[src/rtl/rifl_tx_pkg.sv]
// Shared frame typing for the TX path: frame type encoding and the idle filler payload.
package rifl_tx_pkg;

  localparam int TYPE_W = 2;

  typedef enum logic [TYPE_W-1:0] {
    IDLE = 2'b00,
    DATA = 2'b01,
    CTRL = 2'b10
  } frame_type_t;

  // Wide enough for any payload width in use; callers slice the low bits they need.
  localparam int IDLE_PAYLOAD_MAX_W = 1024;
  localparam logic [IDLE_PAYLOAD_MAX_W-1:0] IDLE_PAYLOAD = '0;

endpackage

[src/rtl/tx_slot_timer.sv]
// Slot counter for the TX scheduler: counts 0..RATIO-1 and flags the last cycle of each slot.
module tx_slot_timer #(
  parameter int RATIO = 4,
  localparam int CNT_W = (RATIO > 1) ? $clog2(RATIO) : 1
) (
  input  logic             clk,
  input  logic             rst_n,
  output logic [CNT_W-1:0] slot_cnt,
  output logic             decision
);

  localparam logic [CNT_W-1:0] LAST = CNT_W'(RATIO - 1);

  // With RATIO==1 LAST is 0, so the counter sits at 0 and every cycle decides.
  always_ff @(posedge clk) begin
    if (!rst_n) begin
      slot_cnt <= '0;
    end else if (slot_cnt == LAST) begin
      slot_cnt <= '0;
    end else begin
      slot_cnt <= slot_cnt + CNT_W'(1);
    end
  end

  assign decision = (slot_cnt == LAST);

endmodule

[src/rtl/tx_frame_scheduler.sv]
// Picks control, data or idle once per converter period and holds that frame for RATIO cycles.
module tx_frame_scheduler
  import rifl_tx_pkg::*;
#(
  parameter int DWIDTH_IN      = 256,
  parameter int DWIDTH_OUT     = 64,
  parameter int MAX_CTRL_BURST = 2
) (
  input  logic                  clk,
  input  logic                  rst_n,
  input  logic [DWIDTH_IN-3:0]  data_tdata,
  input  logic                  data_tvalid,
  output logic                  data_tready,
  input  logic                  ctrl_req,
  input  logic [DWIDTH_IN-3:0]  ctrl_payload,
  output logic                  ctrl_ack,
  input  logic                  pause,
  output logic [DWIDTH_IN-1:0]  frame_out,
  output logic [TYPE_W-1:0]     frame_type,
  output logic                  slot_start
);

  localparam int RATIO    = (DWIDTH_IN / DWIDTH_OUT > 1) ? DWIDTH_IN / DWIDTH_OUT : 1;
  localparam int PAY_W    = DWIDTH_IN - TYPE_W;
  localparam int STREAK_W = $clog2(MAX_CTRL_BURST + 1);
  localparam logic [STREAK_W-1:0] STREAK_MAX = STREAK_W'(MAX_CTRL_BURST);
  localparam logic [PAY_W-1:0]    IDLE_PAY   = IDLE_PAYLOAD[PAY_W-1:0];

  logic                      decision;
  logic [$clog2(RATIO > 1 ? RATIO : 2)-1:0] slot_cnt;
  logic                      data_ok;
  logic                      win_ctrl;
  logic                      win_data;
  logic [STREAK_W-1:0]       ctrl_streak;

  tx_slot_timer #(
    .RATIO (RATIO)
  ) u_slot_timer (
    .clk      (clk),
    .rst_n    (rst_n),
    .slot_cnt (slot_cnt),
    .decision (decision)
  );

  // Handshake: a source transfers exactly when its valid/req is high and the
  // matching ready/ack is high in the same cycle; both are decision-cycle only.
  assign data_ok  = data_tvalid && !pause;
  assign win_ctrl = ctrl_req && ((ctrl_streak < STREAK_MAX) || !data_ok);
  assign win_data = !win_ctrl && data_ok;

  assign ctrl_ack    = rst_n && decision && win_ctrl;
  assign data_tready = rst_n && decision && win_data;

  always_ff @(posedge clk) begin
    if (!rst_n) begin
      ctrl_streak <= '0;
      frame_out   <= {IDLE, IDLE_PAY};
      frame_type  <= IDLE;
      slot_start  <= 1'b0;
    end else begin
      slot_start <= decision;
      if (decision) begin
        if (win_ctrl) begin
          frame_out  <= {CTRL, ctrl_payload};
          frame_type <= CTRL;
          if (ctrl_streak != STREAK_MAX) begin
            ctrl_streak <= ctrl_streak + STREAK_W'(1);
          end
        end else if (win_data) begin
          frame_out   <= {DATA, data_tdata};
          frame_type  <= DATA;
          ctrl_streak <= '0;
        end else begin
          frame_out   <= {IDLE, IDLE_PAY};
          frame_type  <= IDLE;
          ctrl_streak <= '0;
        end
      end
    end
  end

endmodule

[config.mk]
export PLATFORM = sky130hd
export DESIGN_NAME = tx_frame_scheduler
export DESIGN_NICKNAME = d
export VERILOG_FILES = /design/src/rtl/rifl_tx_pkg.sv /design/src/rtl/tx_slot_timer.sv /design/src/rtl/tx_frame_scheduler.sv
export SDC_FILE = /design/constraint.sdc
export NUM_CORES = 1
export LEC_CHECK = 0
export CORE_AREA = 2 2 302 304
export CTS_CLUSTER_SIZE = 10
export DETAILED_ROUTE_END_ITERATION = 8
export DIE_AREA = 0 0 304 306
export GPL_TIMING_DRIVEN = 0
export PLACE_DENSITY = 0.37
export SYNTH_ARGS = -nofsm -noshare
export SYNTH_HDL_FRONTEND = slang
export SYNTH_SLANG_ARGS = --single-unit
[constraint.sdc]
create_clock -name clk -period 2.5 [get_ports clk]
set_input_delay 0.375 -clock clk [delete_from_list [all_inputs] [get_ports clk]]
set_output_delay 0.375 -clock clk [all_outputs]
set_load 0.02 [all_outputs]
==> flow_summary.ini, run 1 <==
[route]
dr_wl_met2_mm = 30.26
drtIter0Drc = 515
wirelength_met1_mm = 23.21
vias_per_cell = 3.728
remaining_drc_errors = 0
firstDrtPassIters = 5
wl_met3_mm = 4.363
vias = 10820
wl_per_cell_um = 20.55
wirelength_mm = 59.61
ant_nets = 0
top_layer = met5

[outcome]
status = finished clean

[timing]
setup_viol = 0
rsz0062_at_grt = no
period_share = 0.9453
tightest_slew_ns = 0.7219
slew_headroom = 0.5187
clock.fmax_ghz = 0.4232
setup_slack_ns = 0.1368
hold_viol = 0
drv_slew = 0
fin_crit_ns = 2.363
clock_skew_ns = 0.01787

[logic_synthesis]
ys_top_cells_by_count = 261 x dfxtp_1, 255 x and2_1, 254 x a221o_1
ys.flop_type = dfxtp_1
synth_edf_count = 0
synth_area_leaders = dfxtp_1 52%, a221o_1 25%, and2_1 16%
syn_area_sq_um = 10110
netlist_instances = 882
yosys_warnings = 0
netlist.top_cell.by_area = dfxtp_1
netlist-cell-type-count = 27
syn_nets = 1397
yosysMostFrequentCell = dfxtp_1
synth.avg_cell_area_sq_um = 11.47
async_reset_ff_frac = 0
synth_top_cell_area_share = 0.5166
ys_ff_latch = 261
yosysSeqAreaShare = 0.5166

[global_route]
grt_overflow_total = 0
first_global_vias = 11380
grt_use_total = 0.1225
grt_pass1_wl_mm = 84.23
antenna_found_initial = 9
grt_max_degree = 14

[cts]
cts_htree_levels = 2
cts_hold_buf = 0
root_buffer = clkbuf_16
cts_buffer_depth = 3
cts_made_buffers = 37
cts.sinks = 261
worstSkewPairLatency_ns = 0.54
clk_pin_slew_ns = 0.05
cts_tree = built

[placed_design]
dp_hpwl_mm = 47.44
numPortBuffers = 773
dpl_worst_slack_ns = -1.010
gp_congestion = 0.8020
dp.cells = 2831

[layout]
areaGrowthSynthToFinish_pct = 103.0
nets = 2210
drive_gt1_frac = 0.06818
stdcell_count = 2901

[power]
comb_power_share = 0.146
p_int_mw = 8.385
power_frac_seq = 0.391
vdd_drop_max_mv = 0.3478
p_sw_frac = 0.2456
clockPowerShare = 0.463
pwr_density_cell_nw_per_um2 = 541.4
totalPowerFinal_mw = 11.11
power.net_switching_mw = 2.729
p_leak_nw = 7.687

[critical_path]
path_class = register to output pin
critical_path_required_ns = 2.12
arrival_ns = 1.99
ff2ff_setup_slack_ns = 0.27
end_kind = output pin
cp-start-kind = register
path_max_fanout = 13

[floorplanning]
die_x_um = 304
initial_core_util = 0.1129
num_rows = 110
core-area_sq_um = 89600
dieArea_sq_um = 93020
boundaryPins = 774
die_height_um = 306

[job]
maxCapViolCount = 0

[hold_path]
hp-class = register to register
## layout make-up
class | instances | area, sq um
diodes | 9 | 22.52
clock buffers | 55 | 1044
well taps | 1176 | 1471
fillers | 9607 | 69070
repair buffers | 775 | 7767
flip-flops and latches | 261 | 5225
multi-input cells | 531 | 4309
clock inverters | 5 | 82.58
plain buffers | 86 | 595.6
inverters | 3 | 11.26
## critical path, cell delays in order, from the launching register on
cell and delay [ns]:
dfxtp_1 0.33, ha_2 0.26, and2_4 0.16, and3_1 0.20, buf_8 0.19, clkdlybuf4s15_2 0.29
## final timing paths
kind | cells past startpoint | startpoint | to
max reg2reg | 8 | u_slot_timer.slot_cnt[0]$_SDFF_PP0_ | frame_out[239]$_SDFFE_PN0P_
min | 1 | u_slot_timer.slot_cnt[0]$_SDFF_PP0_ | u_slot_timer.slot_cnt[0]$_SDFF_PP0_
max | 5 | u_slot_timer.slot_cnt[0]$_SDFF_PP0_ | data_tready
min reg2reg | 1 | u_slot_timer.slot_cnt[0]$_SDFF_PP0_ | u_slot_timer.slot_cnt[0]$_SDFF_PP0_
## timing repair
action	in CTS	in global routing
setup buffers	2	0
endpoints found under the setup margin	243	12
pin swaps	1	0
gates resized for setup	15	4
## layer usage
layer	track usage	up-vias
li1	-	5041
met1	0.1382	5211
met5	0	-
met2	0.2174	478
met3	0.03657	82
met4	0.04431	4
## state kept, by name, indices dropped and copies added, names as in the netlist
signal	count
ctrl_streak	2
slot_start	1
frame_out	256
u_slot_timer.slot_cnt	2
## power by group through the flow
stage | clock network, mW | logic (mW) | registers (mW)
3_3_place_gp | 0 | 1.64 | 4.43
4_1_cts | 5.42 | 1.65 | 4.34
5_1_grt | 5.54 | 1.73 | 4.36
2_1_floorplan | 0 | 0.245 | 4.57
3_5_place_dp | 0 | 1.64 | 4.43
6_report | 5.14 | 1.62 | 4.35
## cell families (layout without fill, tap and decap cells)
family                   after synthesis  count (layout)  synth area share
AO/OA/AOI/OAI                        261             261            0.2567
buffers and inverters                 90             924           0.05839
AND/OR/NAND/NOR                      268             268            0.1659
adder cells (fa/ha/maj)                2               2          0.002474
other                                  0               9                 0
flip-flops                           261             261            0.5166
## cell usage in the layout (no fill, tap or decap), types with 2 or more instances in the layout
| cell | synthesis | routed |
|---|---|---|
| clkbuf_8 | 0 | 6 |
| clkdlybuf4s50_1 | 0 | 771 |
| dfxtp_1 | 261 | 261 |
| clkdlybuf4s15_2 | 0 | 2 |
| inv_1 | 3 | 3 |
| clkbuf_16 | 0 | 37 |
| inv_6 | 0 | 2 |
| diode_2 | 0 | 9 |
| buf_2 | 28 | 26 |
| nor2b_1 | 2 | 2 |
| buf_6 | 28 | 27 |
| a221o_1 | 254 | 254 |
| buf_4 | 2 | 3 |
| clkbuf_1 | 29 | 37 |
| a21o_1 | 2 | 2 |
| bufinv_16 | 0 | 2 |
| and2_1 | 255 | 255 |
| clkbuf_2 | 0 | 4 |
## metrics by stage
step	TNS (ns)	util	cell area, sq um	hold slack, ns
floorplan	0	-	10110	0.4033
global placement	-151.34	0.2157	19320	0.4199
detailed placement	-150.13	0.2157	19320	0.4263
CTS	0	0.2288	20500	0.3788
global route	0	0.2290	20520	0.4043
finish	0	0.2291	20530	0.4322
Power figures use the tool's default switching activity.
==> inputs of run 2 (changes only) <==
--- a/config.mk
+++ b/config.mk
@@ -5,10 +5,10 @@
 export SDC_FILE = /design/constraint.sdc
 export NUM_CORES = 1
 export LEC_CHECK = 0
-export CORE_AREA = 2 2 302 304
+export CORE_AREA = 2 2 298 300
 export CTS_CLUSTER_SIZE = 10
 export DETAILED_ROUTE_END_ITERATION = 8
-export DIE_AREA = 0 0 304 306
+export DIE_AREA = 0 0 300 302
 export GPL_TIMING_DRIVEN = 0
 export PLACE_DENSITY = 0.37
 export SYNTH_ARGS = -nofsm -noshare
==> flow_summary.ini, run 2 (synthesis gave the netlist of run 1 again) <==
[global_route]
grt_pass1_wl_mm = 85.53
grt_overflow_total = 0
grt_use_total = 0.1305
first_global_vias = 11250
antenna_found_initial = 13
grt_max_degree = 14

[timing]
slew_headroom = 0.6092
clock.fmax_ghz = 0.4277
fin_crit_ns = 2.338
rsz0062_at_grt = no
hold_ws_ns = 0.4212
setup_viol = 0
period_share = 0.9353
setup_slack_ns = 0.1616
drv_slew = 0
tightest_slew_ns = 0.5862
clock_skew_ns = 0.02014
fin_setup_tns_ns = 0
hold_viol = 0

[critical_path]
r2r_cells = 7
critPathBufInv = 2
slowest_delay_ns = 0.38
timing.rr.end = frame_out[240]$_SDFFE_PN0P_
critical_path_required_ns = 2.12
cp-start-kind = register
crit_family = buffers and inverters
path_cells = ha_4 > and2_4 > and3_1 > buf_6 > clkdlybuf4s15_2
crit_path_top_delay_cell = dfxtp_1
path_max_fanout = 13
path_class = register to output pin
arrival_ns = 1.96
rr_startpoint = u_slot_timer.slot_cnt[0]$_SDFF_PP0_
ff2ff_setup_slack_ns = 0.26
end_kind = output pin

[placed_design]
dp.cells = 2820
placed_cell_area_sq_um = 19310
dp_hpwl_mm = 49.60
dpl_worst_slack_ns = -0.8937
gp_congestion = 0.8384
numPortBuffers = 773

[power]
p_int_mw = 8.605
clockPowerShare = 0.477
pwr_density_cell_nw_per_um2 = 556.0
totalPowerFinal_mw = 11.45
p_sw_frac = 0.2485
comb_power_share = 0.143
vdd_drop_max_mv = 0.3958
power.net_switching_mw = 2.845
power_frac_seq = 0.380
p_leak_nw = 7.725

[layout]
fin_util = 0.2352
areaGrowthSynthToFinish_pct = 103.6
largest_register_ffs = 256
drive_gt1_frac = 0.07047
stdcell_count = 2890
nets = 2209
layout_commonest_cell = clkdlybuf4s50_1
largest-register = frame_out
mostFrequentLayoutCells = 771 x clkdlybuf4s50_1, 261 x dfxtp_1, 255 x and2_1
fin_area_sq_um = 20590
reg_top3 = frame_out: 256 flops, ctrl_streak: 2 flops, u_slot_timer.slot_cnt: 2 flops

[route]
firstDrtPassIters = 7
ant_nets = 0
remaining_drc_errors = 0
vias_per_cell = 3.719
drtIter0Drc = 629
vias = 10750
wl_per_cell_um = 21.56
wirelength_mm = 62.30

[cts]
clk_pin_slew_ns = 0.06
cts_made_buffers = 37
cts_hold_buf = 0
cts.sinks = 261
cts_buffer_depth = 3
cts_tree = built
worstSkewPairLatency_ns = 0.56
root_buffer = clkbuf_16
cts_htree_levels = 2

[floorplanning]
initial_core_util = 0.1155
core-area_sq_um = 87560
boundaryPins = 774
die_height_um = 302
die_x_um = 300
num_rows = 109
dieArea_sq_um = 90600

[hold_path]
holdPathStages = 2
hp-class = primary input to register
min_to = frame_out[72]$_SDFFE_PN0P_
hp-start = ctrl_payload[72]

[job]
maxCapViolCount = 0

[outcome]
status = finished clean
[run 2: layout make-up]
| cell class | count | area [sq um] |
|---|---|---|
| Fill cell | 9404 | 66960 |
| Buffer | 86 | 599.3 |
| Multi-Input combinational cell | 531 | 4319 |
| Inverter | 3 | 11.26 |
| Clock inverter | 11 | 185.2 |
| Tap cell | 1165 | 1458 |
| Sequential cell | 261 | 5225 |
| Clock buffer | 51 | 1028 |
| Timing Repair Buffer | 774 | 7747 |
| Antenna cell | 8 | 20.02 |
[run 2: metal layers]
layer  up-vias  wire, um  track usage  part of all wire
met5         -        25            0           0.00040
met4         4      1725      0.04405             0.028
met3        74      4492      0.04166             0.072
met2       431     31820       0.2334              0.51
met1      5190     24230       0.1456              0.39
li1       5049         -            -                 -
[run 2: worst max-delay path by stage]
stage	from	end	slack, ns	cells after the start
after floorplan	u_slot_timer.slot_cnt[0]$_SDFF_PP0_	frame_out[0]$_SDFFE_PN0P_	0.81	7
after global routing	u_slot_timer.slot_cnt[0]$_SDFF_PP0_	frame_out[198]$_SDFFE_PN0P_	0.005	6
final	u_slot_timer.slot_cnt[0]$_SDFF_PP0_	data_tready	0.16	5
after CTS	u_slot_timer.slot_cnt[0]$_SDFF_PP0_	ctrl_ack	0.04	5
after global placement	pause	ctrl_ack	-0.90	5
after detailed placement	pause	ctrl_ack	-0.89	5
[run 2: worst reg2reg max path: stages (launching register included)]
cell	delay [ns]
dfxtp_1	0.38
ha_4	0.20
nand3_1	0.12
nor2_4	0.22
buf_4	0.21
buf_2	0.35
clkbuf_1	0.47
a221o_1	0.24
[run 2: timing repair]
| action | 4_1_cts | 5_1_grt |
|---|---|---|
| pin swaps | 1 | 1 |
| endpoints found under the hold margin | 0 | 0 |
| buffers inserted | 1 | 0 |
| setup endpoints to repair | 123 | 6 |
| gates resized for setup | 15 | 4 |
[run 2: power groups by stage]
stage | Clock, mW | Sequential (mW) | Combinational (mW)
floorplan | 0 | 4.57 | 0.245
global placement | 0 | 4.43 | 1.64
detailed placement | 0 | 4.44 | 1.64
CTS | 5.73 | 4.35 | 1.66
global route | 5.85 | 4.36 | 1.73
finish | 5.47 | 4.35 | 1.63
